## src/rtl/vga_glyph_colorizer_pkg.sv

```systemverilog
// Shared definitions for the VGA glyph colouriser.
// Holds the letter codes, mode encodings, the effect FSM state type,
// the per-theme palettes and the 16-segment A-Z font table.
package vga_glyph_pkg;

    localparam int FONT_W = 16;
    localparam int PAL_W  = 12;

    // Letter codes as presented by the text/game controller
    typedef enum logic [4:0] {
        L_A, L_B, L_C, L_D, L_E, L_F, L_G, L_H, L_I, L_J, L_K, L_L, L_M,
        L_N, L_O, L_P, L_Q, L_R, L_S, L_T, L_U, L_V, L_W, L_X, L_Y, L_Z,
        L_BLANK = 5'd31
    } letter_e;

    typedef enum logic [1:0] {
        MODE_STEADY = 2'd0,
        MODE_BLINK  = 2'd1,
        MODE_CYCLE  = 2'd2,
        MODE_OFF    = 2'd3
    } mode_e;

    typedef enum logic [2:0] {
        S_STEADY,
        S_BLINK_FG,
        S_BLINK_ALT,
        S_CYCLE,
        S_OFF
    } state_e;

    // Theme 3 is the monochrome theme on which all effects are suppressed
    localparam logic [1:0] THEME_MONO = 2'd3;

    typedef struct packed {
        logic [PAL_W-1:0] bg;
        logic [PAL_W-1:0] fg;
        logic [PAL_W-1:0] alt;
    } palette_t;

    function automatic palette_t theme_palette(input logic [1:0] theme);
        palette_t p;
        case (theme)
            2'd0:    begin p.bg = 12'h000; p.fg = 12'hfff; p.alt = 12'hf00; end
            2'd1:    begin p.bg = 12'hfff; p.fg = 12'h000; p.alt = 12'hf00; end
            2'd2:    begin p.bg = 12'he7d; p.fg = 12'hfff; p.alt = 12'h8f0; end
            default: begin p.bg = 12'h000; p.fg = 12'hfff; p.alt = 12'hfff; end
        endcase
        return p;
    endfunction

    // Segment bit i lit for the given letter; codes above Z are blank
    function automatic logic [FONT_W-1:0] font_mask(input logic [4:0] letter);
        logic [FONT_W-1:0] m;
        case (letter)
            5'd0:    m = 16'hC3E7;
            5'd1:    m = 16'hC0CF;
            5'd2:    m = 16'h0039;
            5'd3:    m = 16'hC00F;
            5'd4:    m = 16'h00F9;
            5'd5:    m = 16'h00F1;
            5'd6:    m = 16'h02BD;
            5'd7:    m = 16'h03F6;
            5'd8:    m = 16'hC009;
            5'd9:    m = 16'h001E;
            5'd10:   m = 16'h2870;
            5'd11:   m = 16'h0038;
            5'd12:   m = 16'h0C36;
            5'd13:   m = 16'h2436;
            5'd14:   m = 16'h003F;
            5'd15:   m = 16'h03F3;
            5'd16:   m = 16'h203F;
            5'd17:   m = 16'h23F3;
            5'd18:   m = 16'h03ED;
            5'd19:   m = 16'hC001;
            5'd20:   m = 16'h003E;
            5'd21:   m = 16'h1830;
            5'd22:   m = 16'h3036;
            5'd23:   m = 16'h3C00;
            5'd24:   m = 16'h4C00;
            5'd25:   m = 16'h1809;
            default: m = 16'h0000;
        endcase
        return m;
    endfunction

endpackage

```

## src/rtl/vga_glyph_colorizer_if.sv

```systemverilog
// Controller-to-colouriser bus: load/effect strobes in, mask and colours out.
interface vga_glyph_colorizer_if #(
    parameter int SEG_N   = 16,
    parameter int COLOR_W = 12
);
    logic                     valid;
    logic [4:0]               letter;
    logic [1:0]               theme;
    logic [1:0]               mode;
    logic                     tick;
    logic [SEG_N-1:0]         glyph_mask;
    logic [SEG_N*COLOR_W-1:0] seg_color;
    logic [COLOR_W-1:0]       fg_color;

    modport master (
        output valid, letter, theme, mode, tick,
        input  glyph_mask, seg_color, fg_color
    );

    modport slave (
        input  valid, letter, theme, mode, tick,
        output glyph_mask, seg_color, fg_color
    );
endinterface

```

## src/rtl/vga_glyph_colorizer_font.sv

```systemverilog
// Combinational letter-to-segment ROM. Segments beyond the 16-segment
// font read unlit; a narrower SEG_N simply drops the upper segments.
module vga_glyph_font
    import vga_glyph_pkg::*;
#(
    parameter int SEG_N = 16
) (
    input  logic [4:0]       letter,
    output logic [SEG_N-1:0] mask
);
    localparam int N_FONT = (SEG_N < FONT_W) ? SEG_N : FONT_W;

    logic [FONT_W-1:0] full;

    assign full = font_mask(letter);

    // Copy the defined font bits, leave any extra segments dark
    always_comb begin
        mask = '0;
        for (int i = 0; i < N_FONT; i++) begin
            mask[i] = full[i];
        end
    end
endmodule

```

## src/rtl/vga_glyph_colorizer.sv

```systemverilog
// VGA glyph colouriser: decodes a letter through the segment font and
// colours each segment from the selected theme palette, with a registered
// steady/blink/colour-cycle/off effect FSM stepped by an external tick.
// Optional feature macro: VGA_GLYPH_CYCLE_EN enables the colour-cycle
// effect; without it mode 2 behaves as steady.
module vga_glyph_colorizer
    import vga_glyph_pkg::*;
#(
    parameter int SEG_N       = 16,
    parameter int COLOR_W     = 12,
    parameter int BLINK_TICKS = 8,
    parameter int CYCLE_STEP  = 1
) (
    input logic                  clk,
    input logic                  rst,
    vga_glyph_colorizer_if.slave bus
);
    localparam int CNT_W = (BLINK_TICKS > 1) ? $clog2(BLINK_TICKS) : 1;
    localparam logic [CNT_W-1:0] CNT_LAST = CNT_W'(BLINK_TICKS - 1);

    logic [4:0]         letter_q;
    logic [1:0]         theme_q;
    logic [1:0]         mode_q;
    logic [SEG_N-1:0]   mask_q;
    logic [4:0]         font_in;
    logic [SEG_N-1:0]   font_out;

    state_e             state_q, state_d;
    logic [COLOR_W-1:0] fg_q, fg_d;
    logic [CNT_W-1:0]   cnt_q, cnt_d;

    palette_t           pal_new;
    palette_t           pal_cur;
    logic [COLOR_W-1:0] bg;
    logic [SEG_N-1:0]   glyph_mask;
    logic [SEG_N*COLOR_W-1:0] seg_color;

    // Theme 3 suppresses all effects; without the cycle option mode 2 is steady
    function automatic state_e entry_state(input logic [1:0] th, input logic [1:0] md);
        state_e s;
        s = S_STEADY;
        if (th != THEME_MONO) begin
            case (mode_e'(md))
                MODE_BLINK: s = S_BLINK_FG;
`ifdef VGA_GLYPH_CYCLE_EN
                MODE_CYCLE: s = S_CYCLE;
`endif
                MODE_OFF:   s = S_OFF;
                default:    s = S_STEADY;
            endcase
        end
        return s;
    endfunction

    // Decode the incoming letter on a load, otherwise keep the latched one
    assign font_in = bus.valid ? bus.letter : letter_q;

    vga_glyph_font #(.SEG_N(SEG_N)) u_font (
        .letter (font_in),
        .mask   (font_out)
    );

    assign pal_new = theme_palette(bus.theme);
    assign pal_cur = theme_palette(theme_q);
    assign bg      = COLOR_W'(pal_cur.bg);

    // Latch letter/theme/mode on load and register the decoded font mask
    always_ff @(posedge clk or posedge rst) begin
        if (rst) begin
            letter_q <= L_BLANK;
            theme_q  <= 2'd0;
            mode_q   <= 2'd0;
            mask_q   <= '0;
        end else begin
            if (bus.valid) begin
                letter_q <= bus.letter;
                theme_q  <= bus.theme;
                mode_q   <= bus.mode;
            end
            mask_q <= font_out;
        end
    end

    // Effect state, foreground colour and blink tick counter
    always_ff @(posedge clk or posedge rst) begin
        if (rst) begin
            state_q <= S_STEADY;
            fg_q    <= COLOR_W'(12'hfff);
            cnt_q   <= '0;
        end else begin
            state_q <= state_d;
            fg_q    <= fg_d;
            cnt_q   <= cnt_d;
        end
    end

    // Next effect state: a load with a new theme/mode restarts the effect and
    // swallows any coincident tick; otherwise ticks advance blink or cycle
    always_comb begin
        state_d = state_q;
        fg_d    = fg_q;
        cnt_d   = cnt_q;
        if (bus.valid) begin
            if (bus.theme != theme_q || bus.mode != mode_q) begin
                fg_d    = COLOR_W'(pal_new.fg);
                cnt_d   = '0;
                state_d = entry_state(bus.theme, bus.mode);
            end
        end else if (bus.tick) begin
            case (state_q)
                S_BLINK_FG, S_BLINK_ALT: begin
                    if (cnt_q == CNT_LAST) begin
                        cnt_d = '0;
                        if (state_q == S_BLINK_FG) begin
                            state_d = S_BLINK_ALT;
                            fg_d    = COLOR_W'(pal_cur.alt);
                        end else begin
                            state_d = S_BLINK_FG;
                            fg_d    = COLOR_W'(pal_cur.fg);
                        end
                    end else begin
                        cnt_d = cnt_q + CNT_W'(1);
                    end
                end
`ifdef VGA_GLYPH_CYCLE_EN
                S_CYCLE: begin
                    fg_d = fg_q + COLOR_W'(CYCLE_STEP);
                end
`endif
                default: begin
                end
            endcase
        end
    end

    assign glyph_mask = (state_q == S_OFF) ? '0 : mask_q;

    // Per-segment colour mux: lit segments take fg, dark ones the theme bg
    always_comb begin
        seg_color = '0;
        for (int i = 0; i < SEG_N; i++) begin
            seg_color[i*COLOR_W +: COLOR_W] = glyph_mask[i] ? fg_q : bg;
        end
    end

    assign bus.glyph_mask = glyph_mask;
    assign bus.seg_color  = seg_color;
    assign bus.fg_color   = fg_q;

endmodule

```

## src/flat_wrapper.sv

```systemverilog
// flat-port wrapper written by rule: the top's interface ports become plain ports
module vga_glyph_colorizer_flat import vga_glyph_pkg::*;
#(
    parameter int SEG_N       = 16,
    parameter int COLOR_W     = 12,
    parameter int BLINK_TICKS = 8,
    parameter int CYCLE_STEP  = 1
)
  (clk, rst, bus_valid, bus_letter, bus_theme, bus_mode, bus_tick, bus_glyph_mask, bus_seg_color, bus_fg_color);
  vga_glyph_colorizer_if #(.SEG_N(SEG_N), .COLOR_W(COLOR_W)) bus_i ();
  input logic clk;
  input logic rst;
  input wire logic [$bits(bus_i.valid)-1:0] bus_valid;
  input wire logic [$bits(bus_i.letter)-1:0] bus_letter;
  input wire logic [$bits(bus_i.theme)-1:0] bus_theme;
  input wire logic [$bits(bus_i.mode)-1:0] bus_mode;
  input wire logic [$bits(bus_i.tick)-1:0] bus_tick;
  output wire logic [$bits(bus_i.glyph_mask)-1:0] bus_glyph_mask;
  output wire logic [$bits(bus_i.seg_color)-1:0] bus_seg_color;
  output wire logic [$bits(bus_i.fg_color)-1:0] bus_fg_color;
  assign bus_i.valid = bus_valid;
  assign bus_i.letter = bus_letter;
  assign bus_i.theme = bus_theme;
  assign bus_i.mode = bus_mode;
  assign bus_i.tick = bus_tick;
  assign bus_glyph_mask = bus_i.glyph_mask;
  assign bus_seg_color = bus_i.seg_color;
  assign bus_fg_color = bus_i.fg_color;
  vga_glyph_colorizer #(.SEG_N(SEG_N), .COLOR_W(COLOR_W), .BLINK_TICKS(BLINK_TICKS), .CYCLE_STEP(CYCLE_STEP)) u_core (.clk(clk), .rst(rst), .bus(bus_i));
endmodule
```

## config.mk

```make
export PLATFORM = sky130hd
export DESIGN_NAME = vga_glyph_colorizer_flat
export DESIGN_NICKNAME = d
export VERILOG_FILES = /design/src/rtl/vga_glyph_colorizer_pkg.sv /design/src/rtl/vga_glyph_colorizer_if.sv /design/src/rtl/vga_glyph_colorizer_font.sv /design/src/rtl/vga_glyph_colorizer.sv /design/src/flat_wrapper.sv
export SDC_FILE = /design/constraint.sdc
export NUM_CORES = 1
export LEC_CHECK = 0
export ABC_AREA = 1
export CORE_MARGIN = 4
export CORE_UTILIZATION = 35
export CTS_BUF_LIST = sky130_fd_sc_hd__clkbuf_8
export CTS_CLUSTER_DIAMETER = 30
export DETAILED_ROUTE_END_ITERATION = 12
export GPL_TIMING_DRIVEN = 0
export PLACE_DENSITY = 0.81
export SETUP_SLACK_MARGIN = 0.05
export SYNTH_ARGS = -nofsm -noshare
export SYNTH_HDL_FRONTEND = slang
export SYNTH_SLANG_ARGS = --single-unit
export TNS_END_PERCENT = 30
```

## constraint.sdc

```tcl
create_clock -name clk -period 1.7 [get_ports clk]
set_input_delay 0.255 -clock clk [delete_from_list [all_inputs] [get_ports clk]]
set_output_delay 0.255 -clock clk [all_outputs]
set_load 0.01 [all_outputs]
```

### Yosys cells after proc, flatten, opt, wreduce, memory -nomap -nowiden

Memories as Yosys holds them, arrays and structs flattened. A register that Yosys moved wholly into a read port is not among the register bits.
Index checks and enable logic that the tools add are counted.
Widths: inputs -> output; s select.

| cells by class | value |
|---|---|
| multiplexer cells | 39 |
| add/sub/neg operators | 1 |
| eq/ne operators | 14 |
| reduce and logical (&&, ||, !) cells | 9 |

Operators by type and width:

| kind | count |
|---|---|
| $mux 12 | 22 |
| $pmux 36 s3 | 1 |
| $pmux 24 s3 | 1 |
| $mux 3 | 11 |
| $mux 16 | 1 |
| $eq 2x1->1 const B | 3 |
| $eq 2x2->1 const B | 3 |
| $eq 3x3->1 const B | 2 |
| $pmux 3 s2 | 1 |
| $reduce_bool 2->1 | 3 |
| $mux 5 | 1 |
| $logic_not 2->1 | 2 |
| $ne 2x2->1 | 2 |
| $reduce_and 4->1 | 1 |
| $add 3x1->3 const B | 1 |
| $eq 3x1->1 const B | 1 |
| $eq 3x2->1 const B | 1 |
| $reduce_and 3->1 | 1 |
| $mux 2 | 1 |
| $ne 2x1->1 const B | 1 |
| $ne 2x2->1 const B | 1 |
| $reduce_or 2->1 | 1 |
| $logic_or 1x1->1 | 1 |

| storage, ports and cells | value |
|---|---|
| ROM bits | 512 |
| memories kept | 1 |
| logic and storage cells | 70 |
| register bits | 27 |
| output and inout port bits | 220 |
| input bits | 13 |

Memories:

| memory | words | bits a word | read ports | clocked after Yosys merged registers in | wr ports | RTL line | RTL |
|---|---|---|---|---|---|---|---|
| (name not given) | 32 | 16 | 1 | 1 | 0 | vga_glyph_colorizer_pkg.sv:54 | `case (letter)` |

### Depth between registers and ports, before layout

Gate-level depths: netlist of run 1.

| depth | value |
|---|---|
| word-level depth | 7 |
| gate-level depth with buffers | 11 |
| depth with buffers taken out | 11 |

### Modules after synthesis

A second synthesis of run 1 with hierarchy kept.

| unflattened totals | value |
|---|---|
| cells, all modules | 556 |
| area, all modules | 3,983.8 um^2 |

By module, submodules not included:

| module | instances | seq. area each (um^2) | area each (um^2) | cells an instance |
|---|---|---|---|---|
| vga_glyph_colorizer | 1 | 887.1 | 3,357.0 | 445 |
| vga_glyph_font | 1 | 0.0 | 626.9 | 111 |

### Worst setup path before layout of run 1

OpenSTA, ideal clock, no wires.

| timing | value |
|---|---|
| path kind | register to output |
| from | register u_core.theme_q[0] |
| to | output port bus_seg_color[101] |
| path slack | -0.277 ns |
| arrival | 1.722 ns |
| cell stages (with the launch flop) | 8 |
| data required time | 1.445 ns |
| path buffers | 2 |
| cells stage by stage | dfrtp_1 -> inv_1 -> ha_1 -> inv_1 -> buf_1 -> nand2_1 -> o21ai_0 -> buf_4 |

| on the way | value |
|---|---|
| word-level cells in the longest chain between the ends | 3 |
| elaborated cells between the ends (all ways) | 5 |
| those cells by class | 2 x eq/ne; 2 x mux; 1 x reduce/logical |

Ends and longest elaborated chain:

| item | RTL line | RTL |
|---|---|---|
| from (decl) | vga_glyph_colorizer.sv:22 | `logic [1:0] theme_q;` |
| from (signal assigned) | vga_glyph_colorizer.sv:77 | `theme_q <= bus.theme;` |
| $eq 2x2->1, or another cell as far along | vga_glyph_colorizer_pkg.sv:42 | `case (theme)` |
| $pmux 36 s3 * | vga_glyph_colorizer_pkg.sv:42 |  |
| $mux 12 * | vga_glyph_colorizer.sv:142 | `seg_color[i*COLOR_W +: COLOR_W] = glyph_mask[i] ? fg_q : bg;` |
| to (decl) | flat_wrapper.sv:19 | `output wire logic [$bits(bus_i.seg_color)-1:0] bus_seg_color;` |

Every way passes the cells marked *; elsewhere a longest branch is shown, timed or not.

### Worst setup path in the final report of run 1

| timing | value |
|---|---|
| from | register u_core.state_q[1] |
| to | output port bus_seg_color[145] |

| on the way | value |
|---|---|
| word-level cells in the longest chain between the ends | 3 |

Ends and longest elaborated chain:

| item | RTL line | RTL |
|---|---|---|
| from (decl) | vga_glyph_colorizer.sv:28 | `state_e state_q, state_d;` |
| from (signal assigned) | vga_glyph_colorizer.sv:91 | `state_q <= state_d;` |
| $eq 3x3->1 | vga_glyph_colorizer.sv:136 | `assign glyph_mask = (state_q == S_OFF) ? '0 : mask_q;` |
| $mux 16 | vga_glyph_colorizer.sv:136 |  |
| $mux 12 | vga_glyph_colorizer.sv:142 |  |

Every way passes these cells.

==> run summary, run 1 <==
The static leakage power is 3.91 nW. The initial antenna violation count is 0. The library cell used most frequently in the layout, excluding fill and tap cells, is sky130_fd_sc_hd__buf_4. The worst setup path is captured at a primary output.

TritonCTS built the clock tree. The final reports fail on negative setup slack. The average vias per placed instance came out at 5.12. The overall routing resource usage came out at 28.8%. The highest fanout seen on the critical path is 7.

The kind of critical path is reg -> out. The worst setup path is launched from a flop. The number of enable-type register cells in the synthesized netlist is 0.

The total number of vias is 5073. At the worst endpoint, the arrival time is 1.82 ns. The run finished, with violations left.

Each instance of the synthesized netlist takes up on average 6.65 um2. The number of iterations in the first detailed-routing pass is 5. The post-CTS clock slew at the launch and capture registers of the worst setup and hold paths came out at 0.07 ns. The chip height came out at 110 um.

Setup repair after global routing could not meet its margin everywhere. The path class of the tightest hold or removal check is in -> reg. The layout overhead on the synthesized area came out at 111%. After detailed placement, the total cell area comes to 0.00631 mm2. Measured against its own limit, the worst slew margin works out to 50.4%. Measured along the x axis, the die boundary spans 110 um. The detailed-route wire length came out at 18.5 mm. The final hold slack is 0.407 ns. The first global-routing pass estimated 27.4 mm of wire. The number of nets in the layout came out at 884. The number of max-cap violations is 0. The ratio of cells with drive above 1 in the final layout is 60.4%. The leading area contributor after synthesis is sky130_fd_sc_hd__buf_4. Internal power comes to 4.86 mW.

During synthesis, Yosys emitted a total of 0 warnings. After routing the design area is 0.00773 mm2. The total of endpoints with negative setup slack in the final report is 207. The worst endpoint required time is 1.44 ns. The final period utilization came out at 122%.

Ranked by total cell area, the synthesized netlist is headed by sky130_fd_sc_hd__buf_4 (19%), sky130_fd_sc_hd__o21ai_0 (18%), sky130_fd_sc_hd__dfrtp_1 (18%). The portion of total power attributed to the clock network is 6.2%. The fraction of registers with async set/reset is 100%. Counting flops and latches in the post-synthesis netlist gives 35.

Synthesis instantiated 29 different standard cells from the library. Across all setup checks in the final design, the least slack found is -0.376 ns. The analysis attributes to net switching a power of 4.27 mW.

The detailed-route DRC error count is 0. The number of sinks handled by clock tree synthesis is 35. After synthesis, the largest area contributor takes up 18.8% of total cell area. The hold buffer count at CTS is 0. The total overflow reported by the global router is 0. The fraction of the yosys area taken by sequential cells came out at 24.2%. The final period demand of the worst path is 2.08 ns. The sequential fraction of design power came out at 13.2%. The CTS H-tree depth came out at 2. For the worst-skew pair, the clock arrives at the later sink with an insertion delay of 0.29 ns.

The effective utilization at floorplan came out at 35.7%. The switching portion of total power came out at 46.8%. The detailed router finished its first iteration with 348 violations.

The number of endpoints with negative hold slack in the final report is 0. The wire-length estimate of the detail-placed layout is 12.3 mm. The top cell types in the final layout, fill and taps aside, are sky130_fd_sc_hd__buf_4 (113), sky130_fd_sc_hd__buf_2 (109), sky130_fd_sc_hd__buf_6 (103). Entering global routing, the biggest net connects 36 pins.

The clock buffer count from CTS came out at 5. The maximum clock frequency came out at 482 MHz. The actual slew at the worst max-slew pin came out at 0.743 ns. The worst vdd rail ir drop is 0.575 mV.

The net count after synthesis is 583. The via count of the first global-routing pass came to 5071. The power per cell area came out at 1180 mW/mm2. Across the routed clock network, the largest skew measured is 0.00345 ns. The total standard cell area after synthesis is 0.00367 mm2. The floorplan row count is 37. The area of the die came out at 0.0122 mm2. The maximum buffer depth of the clock tree came out at 2.

The number of instances in the synthesized netlist is 552. The end-of-flow core utilization is 75.3%. The final-report max-slew violation count is 0.

The area of the placeable core is 0.0103 mm2. The routed wirelength normalized by instance count is 18.7 um. In the synthesized netlist the dominant register cell turns out to be sky130_fd_sc_hd__dfrtp_1. The detail route stage leaves a number of antenna-violating nets equal to 0. The total I/O pin count is 233. The number of antenna repair diodes is 0. The share of power burned in combinational logic is 80.5%. The count of buffers inserted at the top-level ports is 232.

The cell sitting at the root of the clock tree is a sky130_fd_sc_hd__clkbuf_8. The congestion estimate from routability-driven global placement came to 0.877.
[kinds of logic (layout without fill, tap and decap cells)]
logic type	count (synthesis)	in the layout	share of synthesized area, %
adder cells (fa/ha/maj)	18	18	6.14
AO/OA/AOI/OAI	145	145	20.4
flip-flops	35	35	24.2
AND/OR/NAND/NOR	199	213	23.5
buffers and inverters	155	443	25.8
[cell usage after synthesis (4+ instances only)]
| library cell | n |
|---|---|
| sky130_fd_sc_hd__a21oi_1 | 4 |
| sky130_fd_sc_hd__o21ai_0 | 131 |
| sky130_fd_sc_hd__dfrtp_1 | 26 |
| sky130_fd_sc_hd__inv_2 | 4 |
| sky130_fd_sc_hd__nand2_2 | 14 |
| sky130_fd_sc_hd__nand3_1 | 14 |
| sky130_fd_sc_hd__dfstp_2 | 9 |
| sky130_fd_sc_hd__nand2_1 | 134 |
| sky130_fd_sc_hd__ha_1 | 18 |
| sky130_fd_sc_hd__clkbuf_1 | 11 |
| sky130_fd_sc_hd__nand4_1 | 12 |
| sky130_fd_sc_hd__inv_1 | 41 |
| sky130_fd_sc_hd__buf_4 | 92 |
| sky130_fd_sc_hd__nor2_1 | 17 |
[power by group through the flow]
stage	clock [mW]	combinational, mW	sequential (mW)
CTS	0.573	7.20	1.20
floorplan	0	2.95	1.11
global placement	0	6.11	1.12
global route	0.613	7.78	1.22
detailed placement	0	6.20	1.12
finish	0.570	7.35	1.21
[layout make-up]
class	count	area, um2
buffer	109	1050
clock buffer	5	68.8
clock inverter	3	12.5
fill	730	2540
inverter	45	201
multi-input combinational	376	3040
sequential	35	890
tap	136	170
timing repair buffer	281	2300
[worst paths after layout]
kind / depth (start not counted) / startpoint / slack (ns) / end
setup / recovery: 7 / u_core.state_q[1] / -0.38 / bus_seg_color[145]
hold / removal: 3 / bus_valid / 0.41 / u_core.letter_q[1]
setup reg to reg: 6 / u_core.cnt_q[0] / 0.09 / u_core.cnt_q[0]
hold reg to reg: 2 / u_core.bus.fg_color[11] / 0.48 / u_core.bus.fg_color[11]
max in group asynchronous: 2 / rst / 0.77 / u_core.theme_q[0]
min in group asynchronous: 2 / rst / 0.42 / u_core.mask_q[10]
[critical path, stage by stage (launching register included)]
cell and delay [ns]:
sky130_fd_sc_hd__dfrtp_1 0.41, sky130_fd_sc_hd__nor3_4 0.26, sky130_fd_sc_hd__inv_6 0.13, sky130_fd_sc_hd__buf_16 0.19, sky130_fd_sc_hd__nand2_8 0.11, sky130_fd_sc_hd__nand2_1 0.11
sky130_fd_sc_hd__o21ai_0 0.12, sky130_fd_sc_hd__buf_2 0.20
[layer usage]
metal	vias to the layer above	routed length, um	GRT usage (%)
met5	-	0	0
met4	0	639	12.8
met3	55	1320	5.30
met2	230	9850	52.3
met1	2426	6730	32.8
li1	2362	-	-
[flip-flops by register name, indices dropped and copies added (netlist names)]
name,count
u_core.theme_q,2
u_core.mode_q,2
u_core.state_q,3
u_core.cnt_q,3
u_core.letter_q,5
u_core.bus.fg_color,4
u_core.mask_q,16
[repair_timing]
action,CTS,global route
gates cloned,18,0
setup buffers,35,10
setup endpoints to repair,235,246
resized for setup,1135,69
endpoints found under the hold margin,0,0
pin swaps,15,6
[stage by stage]
stage	total power [mW]	TNS [ns]	setup WS [ns]	std cells
3_3_place_gp	7.22	-130.68	-1.00	920
5_1_grt	9.62	-76.30	-0.460	990
3_5_place_dp	7.32	-139.28	-1.02	920
2_1_floorplan	4.06	-1.03	-0.0726	552
6_report	9.13	-59.27	-0.376	990
4_1_cts	8.98	-61.01	-0.335	980
(Power assumes the default switching activity.)
==> inputs of run 2 (changes only) <==
--- a/config.mk
+++ b/config.mk
@@ -6,13 +6,14 @@
 export NUM_CORES = 1
 export LEC_CHECK = 0
 export ABC_AREA = 1
+export CAP_MARGIN = 20
 export CORE_MARGIN = 4
 export CORE_UTILIZATION = 35
 export CTS_BUF_LIST = sky130_fd_sc_hd__clkbuf_8
 export CTS_CLUSTER_DIAMETER = 30
 export DETAILED_ROUTE_END_ITERATION = 12
 export GPL_TIMING_DRIVEN = 0
-export PLACE_DENSITY = 0.81
+export PLACE_DENSITY = 0.88
 export SETUP_SLACK_MARGIN = 0.05
 export SYNTH_ARGS = -nofsm -noshare
 export SYNTH_HDL_FRONTEND = slang
==> run summary, run 2 (synthesis gave the netlist of run 1 again) <==
The worst vdd rail ir drop came out at 0.653 mV. The chip height is 110 um. The area of the die came out at 0.0122 mm2.

The post-CTS clock slew at the launch and capture registers of the worst setup and hold paths came out at 0.07 ns. The post-detailed-placement cell area came out at 0.00634 mm2. The number of antenna repair diodes is 0. The actual slew at the worst max-slew pin came out at 0.708 ns. The launch point of the worst reg-to-reg path is u_core.letter_q[1]. Counting flops per register, the top entry is u_core.mask_q. In this run the tool buffered the top-level ports with 232 buffer cells.

The share of total power dissipated in the clock network is 5.7%. The maximum clock frequency came out at 451 MHz. The top cell types in the final layout, fill and taps aside, are sky130_fd_sc_hd__buf_6 (151), sky130_fd_sc_hd__buf_4 (112), sky130_fd_sc_hd__nand2_1 (94). The clock passes through at most 2 buffers. The final-report max-slew violation count came out at 0. The cell area after layout came out at 0.00845 mm2. In this run the power density over the cells is 1240 mW/mm2. The area of the placeable core came out at 0.0103 mm2. The CTS tree is yes. The total I/O pin count came out at 233.

The worst endpoint required time is 1.44 ns. The internal power of the cells totals 5.35 mW. The floorplan step set the die width to 110 um. The overall power of the completed layout came out at 10.4 mW. The sequential fraction of design power is 11.8%. The total overflow reported by the global router came out at 0. The clock arrives with 0.0122 ns of skew.

The setup slack of the worst register-to-register path is -0.07 ns. The net switching power came out at 5.10 mW. The placed wire-length estimate after detailed placement is 12.2 mm. Using the TritonRoute via totals, the vias-per-cell ratio works out to 5.92. The final reports fail on negative setup slack. The min-delay analysis places its worst path in the category in -> async. Leaving out fill and tap cells, the most frequent cell in the layout is sky130_fd_sc_hd__buf_6. The ratio of cells with drive above 1 in the final layout came out at 67.0%.

The detailed-route DRC error count is 0. The cell sitting at the root of the clock tree is a sky130_fd_sc_hd__clkbuf_8. Setup repair after global routing could not meet its margin everywhere. The share of power burned in combinational logic came out at 82.5%. The final period demand of the worst path came out at 2.22 ns. The total of endpoints with negative setup slack in the final report came out at 210.

After filler insertion, the fill cell instance count of the layout stands at 509. The run finished, with violations left. The total number of vias came out at 5990. The largest net degree at the start of global routing came out at 22. The effective utilization at floorplan came out at 35.7%. The initial antenna violation count is 0. The final period utilization is 131%. The number of sinks handled by clock tree synthesis came out at 35.

The first global-routing pass estimated 27.5 mm of wire. Headroom to the max-slew limit came out at 52.5%. The count of nets left with antenna violations once routing finished came out at 0. The kind of critical path is reg -> out.

The end of the worst register-to-register path is u_core.mask_q[0]. The final worst-path setup slack is -0.519 ns. The clock buffer count from CTS came out at 5. The worst setup path is captured at a primary output.

After detailed routing, the average wire length per cell comes to 25.1 um. The floorplan row count came out at 37. The switching portion of total power came out at 48.8%. The later pin in the worst-skew pair is clocked with a latency of 0.29 ns. The flip-flop count of the largest register, all copies and words added is 16. The worst endpoint data arrival time is 1.96 ns. STA classifies the critical path startpoint as a flop.

The highest fanout seen on the critical path is 6. The overall routing resource usage is 29.4%. For this design the static power due to leakage is 4.21 nW. The number of max-cap violations is 0.

The number of cell instances on the worst register-to-register path is 8. The number of nets in the layout came out at 906. The CTS H-tree depth came out at 2. The congestion estimate from routability-driven global placement came to 0.916. The via count of the first global-routing pass is 4927.

The number of endpoints with negative hold slack in the final report came out at 0. The first-iteration detailed-routing DRC count is 722. The number of iterations in the first detailed-routing pass is 9. Compared with the post-synthesis result, the final layout area differs by 130%. The detailed-route wire length is 25.4 mm.
==> run 2: timing repair <==
action | CTS | global route
setup endpoints to repair | 235 | 243
buffers inserted | 37 | 28
pin swaps | 15 | 11
gates cloned | 17 | 2
gates resized for setup | 939 | 438
hold buffers | 0 | 0
==> run 2: layout make-up <==
type	instances	area [um2]	area share [%]
plain buffers	109	1060	12.5
clock buffers	5	68.8	0.814
clock inverters	3	12.5	0.148
inverters	45	210	2.49
multi-input cells	376	3290	38.9
flip-flops and latches	35	888	10.5
well taps	136	170	2.01
repair buffers	302	2740	32.4
repair inverters	1	11.3	0.133
==> run 2: how the worst max path moves through the flow <==
stage | start | endpoint | cells after the start
5_1_grt | u_core.state_q[2] | bus_seg_color[70] | 9
3_3_place_gp | u_core.theme_q[1] | bus_seg_color[103] | 7
6_report | u_core.state_q[2] | bus_seg_color[3] | 9
4_1_cts | u_core.state_q[1] | bus_seg_color[18] | 9
2_1_floorplan | u_core.state_q[2] | bus_seg_color[2] | 7
3_5_place_dp | u_core.theme_q[1] | bus_seg_color[103] | 7
==> run 2: power groups by stage <==
stage	clock network (mW)	registers, mW	logic (mW)
finish	0.596	1.24	8.61
global route	0.616	1.24	8.87
CTS	0.590	1.18	7.03
detailed placement	0	1.13	6.19
global placement	0	1.12	6.10
floorplan	0	1.11	2.95
==> run 2: metal layers <==
layer,up-vias,global-route usage [%],share of wire (%)
li1,2409,-,-
met1,2828,32.6,32
met2,527,53.7,48
met3,226,5.82,10
met4,0,13.4,9.6
met5,-,0,0
==> run 2: critical path, cell delays in order, from the launching register on <==
cell	delay (ns)
sky130_fd_sc_hd__dfrtp_1	0.39
sky130_fd_sc_hd__inv_2	0.08
sky130_fd_sc_hd__nor3_4	0.05
sky130_fd_sc_hd__bufinv_8	0.24
sky130_fd_sc_hd__buf_12	0.19
sky130_fd_sc_hd__nand2_8	0.12
sky130_fd_sc_hd__buf_12	0.16
sky130_fd_sc_hd__o21ai_4	0.20
sky130_fd_sc_hd__buf_6	0.13
sky130_fd_sc_hd__buf_6	0.09
==> run 2: stage by stage <==
stage          utilization, %  hold slack, ns  std cells  setup TNS (ns)  worst slack (ns)
2_1_floorplan               -           0.372        552           -1.03           -0.0726
3_3_place_gp             61.4           0.460        920         -136.69             -1.06
3_5_place_dp             61.7           0.463        921         -135.64             -1.08
4_1_cts                  74.1           0.388        982          -72.17            -0.405
5_1_grt                  82.2           0.430       1012          -83.05            -0.540
6_report                 82.2           0.377       1012          -76.38            -0.519
